## src/rtl/fifo_read_adapter.sv

```systemverilog
// Turns a registered-output FIFO read port into a valid/ready stream.
// Keeps a two-entry skid buffer so that a read already in flight always has a slot to land in.
module fifo_read_adapter #(
   parameter int DATA_WIDTH  = 8,
   parameter int COUNT_WIDTH = 16
) (
   input  logic                   clk,
   input  logic                   async_rst,
   input  logic                   fifo_empty,
   input  logic [DATA_WIDTH-1:0]  fifo_rd_data,
   output logic                   fifo_read,
   output logic                   m_valid,
   input  logic                   m_ready,
   output logic [DATA_WIDTH-1:0]  m_data,
   output logic [COUNT_WIDTH-1:0] word_count,
   output logic                   busy
);

   logic [1:0]            occ;
   logic [1:0]            occ_next;
   logic                  inflight;
   logic                  startup;
   logic                  pop;
   logic [DATA_WIDTH-1:0] tail;

   assign pop      = m_valid && m_ready;
   assign occ_next = occ + {1'b0, inflight} - {1'b0, pop};
   assign busy     = (occ != 2'd0) || inflight;

   // A new read may only be issued if the word it returns is guaranteed a slot.
   // The startup flag holds the strobe low for the first cycle after reset.
   assign fifo_read = !fifo_empty && !startup && (occ_next < 2'd2);

   // m_data is the buffer head and tail is the second slot.
   always_ff @(posedge clk or posedge async_rst) begin
      if (async_rst) begin
         occ        <= 2'd0;
         inflight   <= 1'b0;
         startup    <= 1'b1;
         m_valid    <= 1'b0;
         m_data     <= '0;
         tail       <= '0;
         word_count <= '0;
      end else begin
         startup  <= 1'b0;
         inflight <= fifo_read;
         occ      <= occ_next;
         m_valid  <= (occ_next != 2'd0);
         if (pop) begin
            word_count <= word_count + COUNT_WIDTH'(1);
         end
         case ({inflight, pop})
            2'b01: begin
               m_data <= tail;
            end
            2'b10: begin
               if (occ == 2'd0) begin
                  m_data <= fifo_rd_data;
               end else begin
                  tail <= fifo_rd_data;
               end
            end
            2'b11: begin
               if (occ == 2'd1) begin
                  m_data <= fifo_rd_data;
               end else begin
                  m_data <= tail;
                  tail   <= fifo_rd_data;
               end
            end
            default: begin
            end
         endcase
      end
   end

endmodule

```

## config.mk

```make
export PLATFORM = sky130hd
export DESIGN_NAME = fifo_read_adapter
export DESIGN_NICKNAME = d
export VERILOG_FILES = /design/src/rtl/fifo_read_adapter.sv
export SDC_FILE = /design/constraint.sdc
export NUM_CORES = 1
export LEC_CHECK = 0
export ABC_CLOCK_PERIOD_IN_PS = 2410
export CORE_MARGIN = 2
export CORE_UTILIZATION = 34
export CTS_CLUSTER_SIZE = 20
export DETAILED_ROUTE_END_ITERATION = 16
export GPL_ROUTABILITY_DRIVEN = 0
export GPL_TIMING_DRIVEN = 0
export PLACE_DENSITY_LB_ADDON = 0.15
export SETUP_SLACK_MARGIN = 0.2
export SKIP_LAST_GASP = 1
export SLEW_MARGIN = 30
export SYNTH_ARGS = -nofsm -noshare
export SYNTH_HDL_FRONTEND = slang
export SYNTH_SLANG_ARGS = --single-unit
```

## constraint.sdc

```tcl
create_clock -name clk -period 2.41 [get_ports clk]
set_input_delay 0.482 -clock clk [delete_from_list [all_inputs] [get_ports clk]]
set_output_delay 0.482 -clock clk [all_outputs]
set_load 0.02 [all_outputs]
```

==> impl_metrics.env <==
export IMPL_syn_inst=137
export IMPL_synth_compound_area_share_pct=7.734
export IMPL_crit_path_top_delay_cell="sky130_fd_sc_hd__dfrtp_2"
export IMPL_clock_path_buffers=2
export IMPL_global_route_overflow_total=0
export IMPL_globalRouteMet3Util_pct=4.938
export IMPL_netlist_cell_type_count=26
export IMPL_clock_tree_htree_level_count=2
export IMPL_combinationalPowerShare_pct=46.9
export IMPL_share_of_the_core_filled_with_cells_in_the_final_layout_pct=49.33
export IMPL_final_hold_violation_count=0
export IMPL_rsz0062_at_grt="true"
export IMPL_grt_met1_usage_pct=18.11
export IMPL_p_sw_mw=1.014
export IMPL_synth_largest_area_cell="sky130_fd_sc_hd__dfrtp_1"
export IMPL_clkTransAtPathRegs_ps=70
export IMPL_hold_path_depth=1
export IMPL_io_buffer_count=38
export IMPL_ys_seq_elements=37
export IMPL_design_die_area_um2=5377
export IMPL_floorplan_initialDensity_pct=34.83
export IMPL_floorplan_io_pins=39
export IMPL_total_leakage_power_nw=0.9947
export IMPL_synth_area_top_cells="sky130_fd_sc_hd__dfrtp_1, sky130_fd_sc_hd__xnor2_1, sky130_fd_sc_hd__mux2_2, sky130_fd_sc_hd__ha_1, sky130_fd_sc_hd__a22oi_1"
export IMPL_worst_slew_pin_transition_ps=762.6
export IMPL_design_power_total_mw=2.848
export IMPL_critical_path_cell_sequence="nand2_4 -> ha_4 -> ha_4 -> xnor2_4 -> xnor2_2 -> nor3_2 -> buf_4"
export IMPL_p_seq_share_pct=36.7
export IMPL_finalWorstSetupSlack_ps=100.1
export IMPL_synthMuxAreaShare_pct=6.202
export IMPL_synth_async_sr_flop_share_pct=100.0
export IMPL_global_route_peak_usage_layer="met2"
export IMPL_clock_power_share_pct=16.4
export IMPL_timing_max_slew_rel_slack_pct=49.09
export IMPL_yosysSeqAreaShare_pct=56.74
export IMPL_timing_max_transition_violations_final=0
export IMPL_die_h_um=73.33
export IMPL_synth_edf_count=0
export IMPL_detail_route_wl_per_cell_um=13.91
export IMPL_clock_tree_root_cell="sky130_fd_sc_hd__clkbuf_8"
export IMPL_pre_cts_ws_ps=-941.6
export IMPL_synth_adder_area_share_pct=5.360
export IMPL_drc=0
export IMPL_grt_pass1_vias=1122
export IMPL_hpwlAfterDp_um=2347
export IMPL_path_common_cell="sky130_fd_sc_hd__ha_4"
export IMPL_slowest_delay_ps=430
export IMPL_design_final_nets=208
export IMPL_cts_buffers_inserted=5
export IMPL_finalCritPeriodShare_pct=95.85
export IMPL_tritoncts_clock_tree="built"
export IMPL_hold_ws_ps=474.8
export IMPL_critical_path_peak_fanout=2
export IMPL_finalInstanceArea_um2=2315
export IMPL_row_count=25
export IMPL_drive_above_1_share_pct=23.16
export IMPL_totalWireLength_um=3393
export IMPL_dpl_cell_area_um2=2088
export IMPL_postRouteAntennaNets=0
export IMPL_postSynthNetCount=156
export IMPL_hold_crit_start="word_count[15]"
export IMPL_clock_latency_on_the_worst_skew_pair_ps=280
export IMPL_timing_critical_path_to_type="output port"
export IMPL_fraction_of_synthesized_cell_area_in_xor_and_xnor_cells_pct=9.112
export IMPL_yosys_warnings=0
export IMPL_design_core_area_um2=4692
export IMPL_syn_avg_cell_area_um2=11.93
export IMPL_cts_hold_buf=0
export IMPL_grt_util_all_layers_pct=13.87
export IMPL_mappedNetlistArea_um2=1634
export IMPL_global_route_wire_length_before_repair_um=5602
export IMPL_die_w_um=73.33
export IMPL_num_vias=1196
export IMPL_synth_ff_type="sky130_fd_sc_hd__dfrtp_1"
export IMPL_worst_hold_path_endpoint="word_count[15]"
export IMPL_rr_worst_depth=7
export IMPL_vias_per_cell=4.902
export IMPL_drt_initial_drc_count=43
export IMPL_timing_hold_worst_class="flop to flop"
export IMPL_critical_path_reg2reg_startpoint="m_valid"
export IMPL_placed_cells_incl_taps=229
export IMPL_timing_rr_end="tail[0]"
export IMPL_irDropWorstVdd_uv=523.0
export IMPL_timing_setup_critical_path_class="flop to output port"
export IMPL_grt_start_max_net_pins=38
export IMPL_max_cap_violations=0
export IMPL_arrival_ps=1830
export IMPL_power_per_cell_area_nw_per_um2=1230
export IMPL_reg2reg_setup_slack_ps=360
export IMPL_fin_tns_setup_ps=0
export IMPL_dr_pass1_iters=4
export IMPL_stdcell_count=244
export IMPL_grt_use_met2_pct=21.72
export IMPL_grt_antenna_before_repair=0
export IMPL_finalCriticalPeriod_ps=2310
export IMPL_maximum_clock_skew_at_final_layout_ps=4.512
export IMPL_synth_simple_area_share_pct=12.94
export IMPL_switching_share_pct=35.62
export IMPL_clock_sink_count=37
export IMPL_report_final_setup_viol=0
export IMPL_status="finished clean"
export IMPL_layout_area_overhead_vs_synth_pct=41.65
export IMPL_combinational_family_with_the_most_area_after_synthesis="simple AND/OR/NAND/NOR gates"
export IMPL_critical_path_startpoint_type="flop"
export IMPL_diode_insertion_count_for_antenna_repair=0
export IMPL_power_report_internal_total_mw=1.834
export IMPL_yosys_area_top_type_share_pct=55.13
export IMPL_required_ps=1930
export IMPL_fmax_mhz=432.9
==> cells in the final DEF (no fill, tap or decap), drive strengths merged, types with 2 or more instances in the layout <==
cell type,netlist,final
mux2,9,9
nand4,5,5
clkbuf,0,7
inv,6,6
a22oi,8,8
nor2,15,15
dfrtp,36,36
a21oi,11,11
buf,1,9
nor3,2,2
clkdlybuf4s50,0,35
nand2,5,5
xnor2,12,12
xor2,5,5
and4,2,2
nand3,4,4
ha,7,7
==> timing repair <==
action | 4_1_cts | 5_1_grt
buffers inserted | 4 | 3
pin swaps | 4 | 4
gates resized for setup | 21 | 1
gates cloned | 0 | 0
setup endpoints to repair | 18 | 5
==> worst max-delay path, delay by kind of cell (launching register included) <==
family,cells,cell delay [ps]
XOR/XNOR,2,280
adder cells (fa/ha/maj),2,370
buffers and inverters,1,170
flip-flops,1,430
AND/OR/NAND/NOR,2,280
==> synth_stat cells, types with 2 or more instances <==
cell / n
sky130_fd_sc_hd__nor2_1: 15
sky130_fd_sc_hd__mux2_2: 9
sky130_fd_sc_hd__inv_1: 6
sky130_fd_sc_hd__xnor2_1: 12
sky130_fd_sc_hd__a22oi_1: 8
sky130_fd_sc_hd__nand3_1: 4
sky130_fd_sc_hd__xor2_1: 5
sky130_fd_sc_hd__dfrtp_1: 36
sky130_fd_sc_hd__a21oi_1: 10
sky130_fd_sc_hd__ha_1: 7
sky130_fd_sc_hd__nand4_1: 5
sky130_fd_sc_hd__nand2_1: 5
sky130_fd_sc_hd__and4_1: 2
==> flip-flops by register name, summed over array words and instances (netlist names) <==
signal	flops
tail	8
word_count	16
startup	1
occ	2
m_valid	1
m_data	8
inflight	1
==> logic make-up after synthesis <==
logic type                 count (synthesis)
and+or+nand+nor                           39
DFF                                       37
AOI/OAI and AO/OA                         20
xor gates and xnor gates                  17
muxes                                      9
adders and majority gates                  7
buffers and inverters                      7
other                                      1
==> per-layer routing <==
metal,wire length (um),up-vias
met2,1632,31
met3,198,6
met4,45,0
met5,0,-
met1,1516,581
li1,-,578
==> power by group through the flow <==
stage	clock network (mW)	registers (mW)	logic [mW]
3_5_place_dp	0	1.06	1.12
5_1_grt	0.515	1.08	1.47
4_1_cts	0.486	1.05	1.28
2_1_floorplan	0	1.17	0.551
6_report	0.468	1.04	1.34
3_3_place_gp	0	1.04	1.10
==> cell type report <==
cell class	count	area, um2
Fill cell	426	2377
Inverter	6	22.52
Sequential cell	37	928.4
Buffer	1	5.005
Tap cell	54	67.56
Multi-Input combinational cell	93	755.7
Clock buffer	7	96.34
Timing Repair Buffer	45	434.2
Clock inverter	1	5.005
==> worst max path at each step <==
| stage | from | end | slack, ps | depth (start not counted) |
|---|---|---|---|---|
| 2_1_floorplan | m_ready | fifo_read | 200 | 6 |
| 3_3_place_gp | m_ready | fifo_read | -900 | 8 |
| 3_5_place_dp | m_ready | fifo_read | -940 | 8 |
| 4_1_cts | m_valid | fifo_read | 60 | 7 |
| 5_1_grt | m_valid | fifo_read | 30 | 7 |
| 6_report | m_valid | fifo_read | 100 | 7 |
(Power assumes the default switching activity.)
